<file path="config.mk">
export PLATFORM = sky130hd
export DESIGN_NAME = pipelined_cla_adder
export DESIGN_NICKNAME = d
export VERILOG_FILES = /design/src/rtl/alu_pkg.sv /design/src/rtl/cla_slice.sv /design/src/rtl/pipelined_cla_adder.sv
export SDC_FILE = /design/constraint.sdc
export NUM_CORES = 1
export LEC_CHECK = 0
export CAP_MARGIN = 10
export CORE_MARGIN = 2
export CORE_UTILIZATION = 40
export CTS_CLUSTER_SIZE = 10
export DETAILED_ROUTE_END_ITERATION = 7
export PLACE_DENSITY_LB_ADDON = 0.12
export REMOVE_ABC_BUFFERS = 1
export SLEW_MARGIN = 5
export SYNTH_ARGS = -nofsm -noshare
export SYNTH_HDL_FRONTEND = slang
export SYNTH_SLANG_ARGS = --single-unit
export TNS_END_PERCENT = 100
</file>
<file path="constraint.sdc">
create_clock -name clock -period 11.1 [get_ports clock]
set_input_delay 2.22 -clock clock [delete_from_list [all_inputs] [get_ports clock]]
set_output_delay 2.22 -clock clock [all_outputs]
set_load 0.01 [all_outputs]
</file>
<file path="src/rtl/alu_pkg.sv">
// Shared ALU definitions: operation encodings and default adder geometry.
package alu_pkg;

  typedef enum logic {
    OP_ADD = 1'b0,
    OP_SUB = 1'b1
  } alu_op_e;

  localparam int DEFAULT_WIDTH = 32;
  localparam int DEFAULT_BLOCK = 8;
  localparam int DEFAULT_TAG_W = 5;

  function automatic int num_stages(input int width, input int block);
    return width / block;
  endfunction

endpackage

</file>
<file path="src/rtl/cla_slice.sv">
// Combinational BLOCK-bit carry-lookahead slice built from a two-level
// generate/propagate tree (bit groups, then the whole slice).
module cla_slice
  import alu_pkg::*;
#(
  parameter int BLOCK = DEFAULT_BLOCK
) (
  input  logic [BLOCK-1:0] a,
  input  logic [BLOCK-1:0] b,
  input  logic             cin,
  output logic [BLOCK-1:0] sum,
  output logic             cout,
  output logic             c_msb,
  output logic             G,
  output logic             P
);

  // First-level group size; falls back to smaller groups for odd slice widths.
  localparam int SG = (BLOCK % 4 == 0) ? 4 : ((BLOCK % 2 == 0) ? 2 : 1);
  localparam int NG = BLOCK / SG;

  logic [BLOCK-1:0] g;
  logic [BLOCK-1:0] p;
  logic [BLOCK:0]   c;
  logic [NG-1:0]    gg;
  logic [NG-1:0]    gp;
  logic [NG:0]      cg;

  always_comb begin
    g  = a & b;
    p  = a ^ b;
    gg = '0;
    gp = '0;
    cg = '0;
    c  = '0;
    G  = 1'b0;
    P  = 1'b1;

    for (int j = 0; j < NG; j++) begin
      gg[j] = 1'b0;
      gp[j] = 1'b1;
      for (int i = 0; i < SG; i++) begin
        gg[j] = g[j*SG+i] | (p[j*SG+i] & gg[j]);
        gp[j] = gp[j] & p[j*SG+i];
      end
    end

    // Second level: group carries and the slice-wide G/P.
    cg[0] = cin;
    for (int j = 0; j < NG; j++) begin
      cg[j+1] = gg[j] | (gp[j] & cg[j]);
      G       = gg[j] | (gp[j] & G);
      P       = P & gp[j];
    end

    for (int j = 0; j < NG; j++) begin
      c[j*SG] = cg[j];
      for (int i = 0; i < SG - 1; i++) begin
        c[j*SG+i+1] = g[j*SG+i] | (p[j*SG+i] & c[j*SG+i]);
      end
    end
    c[BLOCK] = cg[NG];

    sum   = p ^ c[BLOCK-1:0];
    cout  = c[BLOCK];
    c_msb = c[BLOCK-1];
  end

endmodule

</file>
<file path="src/rtl/pipelined_cla_adder.sv">
// Pipelined carry-lookahead adder/subtractor: one BLOCK-bit slice resolved per
// stage, carry registered between stages, global-stall valid/ready flow control.
module pipelined_cla_adder
  import alu_pkg::*;
#(
  parameter int WIDTH = DEFAULT_WIDTH,
  parameter int BLOCK = DEFAULT_BLOCK,
  parameter int TAG_W = DEFAULT_TAG_W
) (
  input  logic             clock,
  input  logic             reset,
  input  logic             in_valid,
  output logic             in_ready,
  input  logic             op_sub,
  input  logic [WIDTH-1:0] data_a,
  input  logic [WIDTH-1:0] data_b,
  input  logic             cin,
  input  logic [TAG_W-1:0] in_tag,
  output logic             out_valid,
  input  logic             out_ready,
  output logic [WIDTH-1:0] result,
  output logic             cout,
  output logic             ovf,
  output logic             zero,
  output logic [TAG_W-1:0] out_tag
);

  localparam int NS = num_stages(WIDTH, BLOCK);

  if ((BLOCK < 1) || (WIDTH % BLOCK != 0)) begin : g_param_check
    $error("pipelined_cla_adder: WIDTH must be a positive multiple of BLOCK");
  end

  alu_op_e op_mode;
  logic    adv;

  logic [NS-1:0]            valid_q, valid_d;
  logic [NS-1:0][WIDTH-1:0] opa_q, opa_d;
  logic [NS-1:0][WIDTH-1:0] opb_q, opb_d;
  logic [NS-1:0][WIDTH-1:0] res_q, res_d;
  logic [NS-1:0]            carry_q, carry_d;
  logic [NS-1:0][TAG_W-1:0] tag_q, tag_d;
  logic                     cout_q, cout_d;
  logic                     ovf_q, ovf_d;
  logic                     zero_q, zero_d;

  logic [NS-1:0]            st_v;
  logic [NS-1:0][WIDTH-1:0] st_a;
  logic [NS-1:0][WIDTH-1:0] st_b;
  logic [NS-1:0][WIDTH-1:0] st_res;
  logic [NS-1:0]            st_c;
  logic [NS-1:0][TAG_W-1:0] st_tag;

  logic [NS-1:0][BLOCK-1:0] sl_sum;
  logic [NS-1:0]            sl_cout;
  logic [NS-1:0]            sl_cmsb;
  logic [NS-1:0]            sl_g;
  logic [NS-1:0]            sl_p;
  logic                     unused_sink;

  assign op_mode  = alu_op_e'(op_sub);
  assign adv      = !valid_q[NS-1] | out_ready;
  assign in_ready = adv;

  // Stage k works on what stage k-1 registered; stage 0 works on the ports,
  // with subtraction folded in as A + ~B + 1.
  always_comb begin
    st_v   = '0;
    st_a   = '0;
    st_b   = '0;
    st_res = '0;
    st_c   = '0;
    st_tag = '0;

    st_v[0]   = in_valid;
    st_a[0]   = data_a;
    st_b[0]   = (op_mode == OP_SUB) ? ~data_b : data_b;
    st_c[0]   = (op_mode == OP_SUB) ? 1'b1 : cin;
    st_tag[0] = in_tag;

    for (int k = 1; k < NS; k++) begin
      st_v[k]   = valid_q[k-1];
      st_a[k]   = opa_q[k-1];
      st_b[k]   = opb_q[k-1];
      st_res[k] = res_q[k-1];
      st_c[k]   = carry_q[k-1];
      st_tag[k] = tag_q[k-1];
    end
  end

  for (genvar k = 0; k < NS; k++) begin : g_stage
    cla_slice #(.BLOCK(BLOCK)) u_slice (
      .a     (st_a[k][k*BLOCK +: BLOCK]),
      .b     (st_b[k][k*BLOCK +: BLOCK]),
      .cin   (st_c[k]),
      .sum   (sl_sum[k]),
      .cout  (sl_cout[k]),
      .c_msb (sl_cmsb[k]),
      .G     (sl_g[k]),
      .P     (sl_p[k])
    );
  end

  always_comb begin
    valid_d = st_v;
    opa_d   = st_a;
    opb_d   = st_b;
    tag_d   = st_tag;
    carry_d = sl_cout;
    res_d   = st_res;
    for (int k = 0; k < NS; k++) begin
      res_d[k][k*BLOCK +: BLOCK] = sl_sum[k];
    end
    cout_d = sl_cout[NS-1];
    ovf_d  = sl_cmsb[NS-1] ^ sl_cout[NS-1];
    zero_d = (res_d[NS-1] == '0);
  end

  // Every stage register holds while the output is stalled.
  always_ff @(posedge clock or posedge reset) begin
    if (reset) begin
      valid_q <= '0;
      opa_q   <= '0;
      opb_q   <= '0;
      res_q   <= '0;
      carry_q <= '0;
      tag_q   <= '0;
      cout_q  <= 1'b0;
      ovf_q   <= 1'b0;
      zero_q  <= 1'b0;
    end else if (adv) begin
      valid_q <= valid_d;
      opa_q   <= opa_d;
      opb_q   <= opb_d;
      res_q   <= res_d;
      carry_q <= carry_d;
      tag_q   <= tag_d;
      cout_q  <= cout_d;
      ovf_q   <= ovf_d;
      zero_q  <= zero_d;
    end
  end

  assign out_valid = valid_q[NS-1];
  assign result    = res_q[NS-1];
  assign out_tag   = tag_q[NS-1];
  assign cout      = cout_q;
  assign ovf       = ovf_q;
  assign zero      = zero_q;

  // Slice-wide G/P and the last stage's leftover operands have no consumer.
  assign unused_sink = ^{sl_g, sl_p, sl_cmsb, opa_q[NS-1], opb_q[NS-1], carry_q[NS-1]};

endmodule

</file>
* Word level (Yosys, flattened, before mapping)
Index checks and enable logic that the tools add are counted.
Operators by class: muxes and demuxes 2, bitwise gates (word level) 151, reductions and logical operators 2
Operators by type and width (count):
- $and A1 B1 Y1 | 80
- $xor A8 B8 Y8 | 8
- $or A1 B1 Y1 | 57
- $and A8 B8 Y8 | 4
- $logic_not A32 Y1 | 1
- $mux W32 | 1
- $not A32 Y32 | 1
- $logic_not A1 Y1 | 1
- $mux W1 | 1
- $xor A1 B1 Y1 | 1
Storage, ports and cells: register bits after elaboration 302, output and inout bits 42, input bits 75, logic and storage cells 174

* Depth between registers and ports, before layout
Gate-level depths: netlist of the first run.
depth in word-level cells 17, gate-level depth with buffers 12, gate-level depth less buffers 10

* By module
From an unflattened synthesis of the first run, not the netlist that was laid out.
Unflattened totals: cells, all modules 1058, area total of the unflattened synthesis 9619.2 um^2
By module, submodules not included:
- pipelined_cla_adder | cells each 892, area each 8139.1 um^2, instances 1, seq. area each 5154.9 um^2
- cla_slice (g_stage[1].u_slice ...) | cells each 42, area each 379.1 um^2, instances 2, seq. area each 0.0 um^2
- cla_slice (g_stage[2].u_slice) | cells each 41, area each 364.1 um^2, instances 1, seq. area each 0.0 um^2
- cla_slice (g_stage[0].u_slice) | cells each 41, area each 357.8 um^2, instances 1, seq. area each 0.0 um^2

* Worst setup path before layout of the first run
No wires, ideal clock.
path type input -> output, start point in out_ready, end point out in_ready, cell stages on the path 5, path buffers 3, slack 6.057 ns, data required time 8.880 ns, arrival time 2.823 ns, cell sequence nor2b_2 buf_6 inv_4 buf_2 buf_2
On the way: cells in the longest elaborated chain, start to end 1
Ends and longest elaborated chain:
- start, declared | line pipelined_cla_adder.sv:20 | input logic out_ready,
- $or A1 B1 Y1 | line pipelined_cla_adder.sv:62 | assign adv = !valid_q[NS-1] | out_ready;
- end, declared | line pipelined_cla_adder.sv:13 | output logic in_ready,
Every way passes these cells.

* Worst setup path in the final report of the first run
Same ends and word-level chain as after synthesis.

==> impl_metrics.ini, run 1 <==
[power]
combPwrFrac_pct = 35.3
swShare_pct = 35.28
p_leak_nw = 5.628
clockPowerShare_pct = 22.8
internal_power_w = 0.002009
p_switching_w = 0.001095
seqPwrFrac_pct = 41.9
power.density_mw_per_mm2 = 273.9
peakVddDrop_mv = 0.09924

[logic_synthesis]
synth.avg_cell_area_um2 = 9.244
syn_inst = 1005
synth_area_leader_cell = dfrtp_1
synth_top_area_share_pct = 55.49
synth_edf_count = 0
ys_seq_elements = 206
ys_warn_count = 0
async_flop_share_pct = 100.0
syn_area_mm2 = 0.009290
yosysMostFrequentCell = nand2_1
synth.top_cells.by_count = nand2_1, dfrtp_1, o21ai_0
synth.distinct_cells = 32
ys.flop_type = dfrtp_1
ys_seq_area_share_pct = 55.49
synthTopCellsByArea = dfrtp_1, nand2_1, fa_1

[timing]
tns_ns = 0
worst_pin_slew_ns = 1.069
setup_viol = 0
relSlewSlack_pct = 28.72
period_needed_ns = 6.432
period_share_pct = 57.94
skew_ns = 0.006130
fmax_mhz = 155.5
finalHoldViolCount = 0
whs_ns = 0.4598
rsz0062_at_grt = false
drv_slew = 0

[floorplanning]
die_w_um = 156.4
start_util_pct = 40.91
placement_rows = 55
die_h_um = 156.4
io_pins = 117
dieArea_mm2 = 0.02446
core_mm2 = 0.02271

[grt]
grt_max_degree = 108
grt.total_usage_pct = 15.68
first_global_vias = 6365
grt_pass1_wl_um = 31280
antenna_found_initial = 0
grt.overflow.total = 0

[clock_tree]
cts_root_buf = clkbuf_16
clk_path_buf_depth = 3
cts_hold_buf = 0
clock_latency_ns = 0.51
cts_resized = 0
path_clk_slew_ns = 0.05
htreeDepth = 1
postCtsSetupBuffers = 0
cts_tree = done
cts_sinks = 206
numCtsBuffers = 25

[setup_path]
arrival_ns = 4.21
worstSetupPathType = in -> out
required_ns = 8.88
crit_fanout = 64
critPathCaptureType = primary output
startpoint_type = input port

[detailed_routing]
viasPerCell = 4.641
dr.pass1.iters = 4
wl_met1_um = 8647
drt_iter0_markers = 393
vias = 6483
dr_wl_met2_um = 8331
ant_nets = 0
drc = 0
post_drt_wl_per_cell_um = 13.02
drt_wl_total_um = 18190
wl_met3_um = 838
dr.max_layer_used = met4

[placement]
port_buffers = 116
place_hpwl_um = 11700
gp_congestion = 0.7718

[final_layout]
area_growth_pct = 21.98
fillerInstances = 2194
layout-drive-gt1-share_pct = 4.227
layout.nets = 1237
insertedDiodeCount = 0

[run]
cap_violations = 0

[outcome]
status = complete, no violations

[hold_path]
min_path_type = reg -> reg
## critical path: stages
cell	delay [ns]
clkdlybuf4s50_1	0.44
nor2b_4	0.59
inv_6	0.36
clkdlybuf4s50_1	0.58
## state kept, by name, summed over array words and instances, names as in the netlist
name     count
opa_d       48
cout         1
valid_q      4
zero         1
st_tag      15
result      32
ovf          1
res_d       48
carry_q      3
out_tag      5
opb_d       48
## logic make-up (layout without fill, tap and decap cells)
group | Yosys count | in the layout | share of synthesized area [%]
flip-flops | 206 | 206 | 55.49
XOR/XNOR | 40 | 40 | 3.771
AO/OA/AOI/OAI | 80 | 80 | 4.647
AND/OR/NAND/NOR | 543 | 543 | 22.59
buffers and inverters | 77 | 184 | 3.663
adder cells (fa/ha/maj) | 56 | 56 | 9.481
multiplexers | 3 | 3 | 0.3636
## layout make-up
class / instances / area, um2 / area share (%)
Timing Repair Buffer: 123 / 1209 / 10.67
Sequential cell: 206 / 5155 / 45.49
Clock buffer: 31 / 678.2 / 5.984
Clock inverter: 2 / 16.27 / 0.1435
Inverter: 28 / 117.6 / 1.038
Tap cell: 285 / 356.6 / 3.147
Multi-Input combinational cell: 722 / 3800 / 33.53
## per-layer routing
metal,vias to the layer above,global-route usage (%)
met5,-,0
met4,0,4.063
met3,29,3.212
met2,115,25.34
met1,3010,21.67
li1,3329,-
## power by group through the flow
stage	combinational (W)	clock, W	sequential (W)
4_1_cts	0.00112	0.000732	0.00131
2_1_floorplan	0.000731	0	0.00130
3_5_place_dp	0.00112	0	0.00132
3_3_place_gp	0.00110	0	0.00131
5_1_grt	0.00129	0.000765	0.00135
6_report	0.00110	0.000707	0.00130
## layout by cell type (no fill, tap or decap), types with 2 or more instances in the layout
master,count
a21oi_1,30
clkbuf_8,3
nand4_1,3
xnor2_1,29
mux2_2,3
nor3_1,2
dfrtp_1,206
xor2_1,11
buf_4,7
o21ai_0,39
nor2_1,21
nand2_1,502
nor4_1,8
a21o_1,6
fa_1,24
clkbuf_16,25
inv_1,26
ha_1,32
inv_6,2
clkbuf_1,3
clkdlybuf4s50_1,115
## worst paths after layout
| path | cells after the start | slack [ns] | endpoint | from |
|---|---|---|---|---|
| worst max-delay path | 4 | 4.67 | in_ready | out_ready |
| worst min register to register | 2 | 0.46 | result[19] | result[19] |
| max in group asynchronous | 4 | 7.08 | opa_d[61] | reset |
| worst max register to register | 10 | 7.83 | zero | opb_d[122] |
| worst min-delay path | 2 | 0.46 | result[19] | result[19] |
| min in group asynchronous | 2 | 2.24 | st_tag[17] | reset |
## through the flow
stage / setup WS [ns] / cells / utilization (%) / total power [W] / instance area (um2)
floorplan: 0.8324 / 956 / - / 0.002029 / 9057
global placement: 4.645 / 1364 / 46.84 / 0.002413 / 10640
detailed placement: 4.643 / 1364 / 46.84 / 0.002439 / 10640
CTS: 4.647 / 1397 / 49.90 / 0.003165 / 11330
global route: 4.538 / 1397 / 49.90 / 0.003406 / 11330
finish: 4.668 / 1397 / 49.90 / 0.003104 / 11330
Power figures use the tool's default switching activity.
==> inputs of run 2 (changes only) <==
Clock period 11.1 ns to 5.4 ns, I/O delays scaled along.
==> impl_metrics.ini, run 2 (synthesis gave the netlist of run 1 again) <==
[clock_tree]
cts_sinks = 206
path_clk_slew_ns = 0.05
clk_path_buf_depth = 3
numCtsBuffers = 24
cts_resized = 0
cts_tree = done
cts_hold_buf = 0
clock_latency_ns = 0.50
cts_root_buf = clkbuf_16
postCtsSetupBuffers = 0
htreeDepth = 1

[detailed_routing]
dr.pass1.iters = 4
drt_wl_total_um = 18470
drc = 0
ant_nets = 0
post_drt_wl_per_cell_um = 13.30
vias = 6377
drt_iter0_markers = 482
viasPerCell = 4.591

[final_layout]
area_growth_pct = 21.44
multi_input_area_mm2 = 0.003800
fillerInstances = 2242
layout.nets = 1234
final_common_cell = nand2_1
layout.area.seq_mm2 = 0.005155
layout_common_cells = nand2_1, dfrtp_1, clkdlybuf4s50_1
insertedDiodeCount = 0
layout-drive-gt1-share_pct = 3.714
utilization_pct = 49.68

[placement]
gp_congestion = 0.7464
port_buffers = 116
place_hpwl_um = 11550

[power]
p_leak_nw = 5.602
power_w = 0.006336
power.density_mw_per_mm2 = 561.6
peakVddDrop_mv = 0.2895

[grt]
antenna_found_initial = 0
grt_max_degree = 216
grt.total_usage_pct = 15.58
grt.overflow.total = 0
first_global_vias = 6116
grt_pass1_wl_um = 30920

[setup_path]
critPathCaptureType = primary output
required_ns = 4.32
worstSetupPathType = in -> out
crit_fanout = 67
r2r_cells = 10
startpoint_type = input port
arrival_ns = 2.66

[timing]
whs_ns = 0.4604
worst_pin_slew_ns = 1.003
tns_ns = 0
fmax_mhz = 267.3
setup_viol = 0
period_needed_ns = 3.742
relSlewSlack_pct = 33.11
finalHoldViolCount = 0
skew_ns = 0.004856
rsz0062_at_grt = false
drv_slew = 0
period_share_pct = 69.29

[floorplanning]
dieArea_mm2 = 0.02446
die_h_um = 156.4
placement_rows = 55
io_pins = 117
start_util_pct = 40.91
core_mm2 = 0.02271
die_w_um = 156.4

[hold_path]
holdPathStages = 2
min_path_type = reg -> reg

[run]
cap_violations = 0

[outcome]
status = complete, no violations
-- run 2: cell count changes in the layout (fill, tap and decap cells not counted), sizes merged --
cell and delta:
buf -2, clkbuf -5, clkinv +1, clkinvlp -1, inv -1
-- run 2: area by class of cell --
type                    count  area share, %
flip-flops and latches    206          45.69
multi-input cells         722          33.68
repair buffers            121          10.80
clock buffers              26          5.578
well taps                 285          3.161
inverters                  28          1.042
clock inverters             1        0.04436
-- run 2: final timing paths --
path / endpoint / startpoint / slack (ns)
worst max-delay path: in_ready / out_ready / 1.66
max in group asynchronous: result[11] / reset / 3.28
worst min register to register: result[7] / result[7] / 0.46
worst min-delay path: result[7] / result[7] / 0.46
min in group asynchronous: out_tag[1] / reset / 1.18
worst max register to register: zero / opb_d[122] / 2.12
-- run 2: stage by stage --
stage | instances | area (um2) | worst slack, ns
after global routing | 1389 | 11280 | 1.571
final | 1389 | 11280 | 1.658
after global placement | 1362 | 10650 | 1.444
after detailed placement | 1362 | 10650 | 1.440
after CTS | 1389 | 11280 | 1.607
after floorplan | 956 | 9057 | -2.652
-- run 2: report_power, final --
part | internal [W] | switching [W]
Sequential | 0.00223 | 0.000446
Clock | 0.000810 | 0.000579
Combinational | 0.00104 | 0.00123
-- run 2: critical path, stage by stage --
cell and delay (ns):
clkdlybuf4s50_1 0.51, nor2b_4 0.07, inv_6 0.36, clkdlybuf4s50_1 0.64
-- run 2: layer usage --
metal / track usage (%) / vias to the layer above / share of wire [%]
li1: - / 3311 / -
met1: 21.96 / 2941 / 48
met2: 24.61 / 95 / 45
met3: 3.323 / 30 / 4.8
met4: 3.976 / 0 / 1.9
met5: 0 / - / 0
==> inputs of run 3 (changes only) <==
Clock period 5.4 ns to 3.8 ns, I/O delays scaled along.
==> impl_metrics.ini, run 3 (synthesis gave the netlist of run 1 again) <==
[clock_tree]
htreeDepth = 1
clk_path_buf_depth = 3
cts_hold_buf = 0
cts_tree = done
numCtsBuffers = 24
clock_latency_ns = 0.50
cts_sinks = 206
cts_resized = 0
postCtsSetupBuffers = 0
cts_root_buf = clkbuf_16
path_clk_slew_ns = 0.05

[setup_path]
worst_path_dominant_cell_family = adder cells
max_stage_delay_ns = 0.46
worstSetupPathType = reg -> reg
critPathCaptureType = flop
cpMaxStageDelayCell = fa_1
crit_buf_inv = 0
arrival_ns = 3.66
startpoint_type = flop
crit_top_cell = fa_1
crit_fanout = 4
crit_chain = ha_1 > a21oi_1 > o221ai_1 > fa_1 > fa_1 > fa_1 > nor4_1 > nand4_1 > nor4_1 > a21o_1
required_ns = 4.24

[power]
power.density_mw_per_mm2 = 792.8
p_leak_nw = 5.626
peakVddDrop_mv = 0.3956

[hold_path]
min_path_type = reg -> reg

[grt]
grt_pass1_wl_um = 30730
grt_max_degree = 216
antenna_found_initial = 0
grt.overflow.total = 0
grt.total_usage_pct = 15.37
first_global_vias = 6201

[detailed_routing]
drt_wl_total_um = 18080
drt_iter0_markers = 300
viasPerCell = 4.646
vias = 6476
post_drt_wl_per_cell_um = 12.97
ant_nets = 0
drc = 0
dr.pass1.iters = 4

[final_layout]
layout.area.seq_mm2 = 0.005155
layout-drive-gt1-share_pct = 3.877
final_common_cell = nand2_1
final_area_mm2 = 0.01134
area_growth_pct = 22.02
fillerInstances = 2228
layout_common_cells = nand2_1, dfrtp_1, clkdlybuf4s50_1
insertedDiodeCount = 0
fin_cells = 1394
layout.nets = 1237
multi_input_area_mm2 = 0.003800

[placement]
port_buffers = 116
dpl.cell_count = 1365
place_area_mm2 = 0.01070
place_hpwl_um = 11760
gp_congestion = 0.7428

[timing]
finalHoldViolCount = 0
setup_viol = 0
skew_ns = 0.007483
rsz0062_at_grt = false
whs_ns = 0.4597
drv_slew = 0
period_needed_ns = 3.224
worst_pin_slew_ns = 0.9300
relSlewSlack_pct = 38.00
period_share_pct = 84.84
tns_ns = 0
fmax_mhz = 310.2

[floorplanning]
die_w_um = 156.4
dieArea_mm2 = 0.02446
start_util_pct = 40.91
core_mm2 = 0.02271
die_h_um = 156.4
io_pins = 117
placement_rows = 55

[run]
cap_violations = 0

[outcome]
status = complete, no violations
==> run 3: cell count changes in the layout (fill, tap and decap cells not counted) <==
cell      change
buf_12        +2
buf_4         +1
clkbuf_1      +3
clkinv_2      -1
==> run 3: through the flow <==
step                setup WS (ns)  util, %  total power, W
floorplan                  -3.932        -        0.005926
global placement           0.1995    47.10        0.007065
detailed placement         0.1638    47.10        0.007143
CTS                        0.5421    49.92        0.009170
global route               0.3788    49.92        0.009825
finish                     0.5760    49.92        0.008988
==> run 3: layout make-up <==
type                    instances  area share (%)
well taps                     285           3.146
repair buffers                124           11.17
clock buffers                  29           5.651
flip-flops and latches        206           45.47
inverters                      28           1.038
multi-input cells             722           33.52
==> run 3: power by group <==
group          internal [W]  switching (W)  leakage [nW]
logic               0.00148        0.00173          2.83
clock network       0.00116       0.000807         0.313
registers           0.00317       0.000629          2.49
total               0.00582        0.00317          5.63
==> run 3: path summary, 6_finish.rpt <==
| kind | startpoint | to | slack (ns) | depth (start not counted) |
|---|---|---|---|---|
| hold reg to reg | out_tag[2] | out_tag[2] | 0.46 | 2 |
| hold / removal | out_tag[2] | out_tag[2] | 0.46 | 2 |
| min in group asynchronous | reset | opa_d[57] | 0.68 | 2 |
| max in group asynchronous | reset | res_d[102] | 2.32 | 3 |
| setup / recovery | opb_d[122] | zero | 0.58 | 10 |
| setup reg to reg | opb_d[122] | zero | 0.58 | 10 |
==> run 3: layer usage <==
layer	global-route usage (%)	share of wire (%)	up-vias
met4	3.932	1.9	0
met3	3.129	4.4	23
met5	0	0	-
met1	21.30	47	3043
li1	-	-	3320
met2	24.84	47	90
==> run 3: worst reg2reg max path, delay by kind of cell (launching register included) <==
kind                     cells  cell delay, ns
flip-flops                   1            0.41
AO/OA/AOI/OAI                3            0.50
adder cells (fa/ha/maj)      4            1.63
AND/OR/NAND/NOR              3            0.62
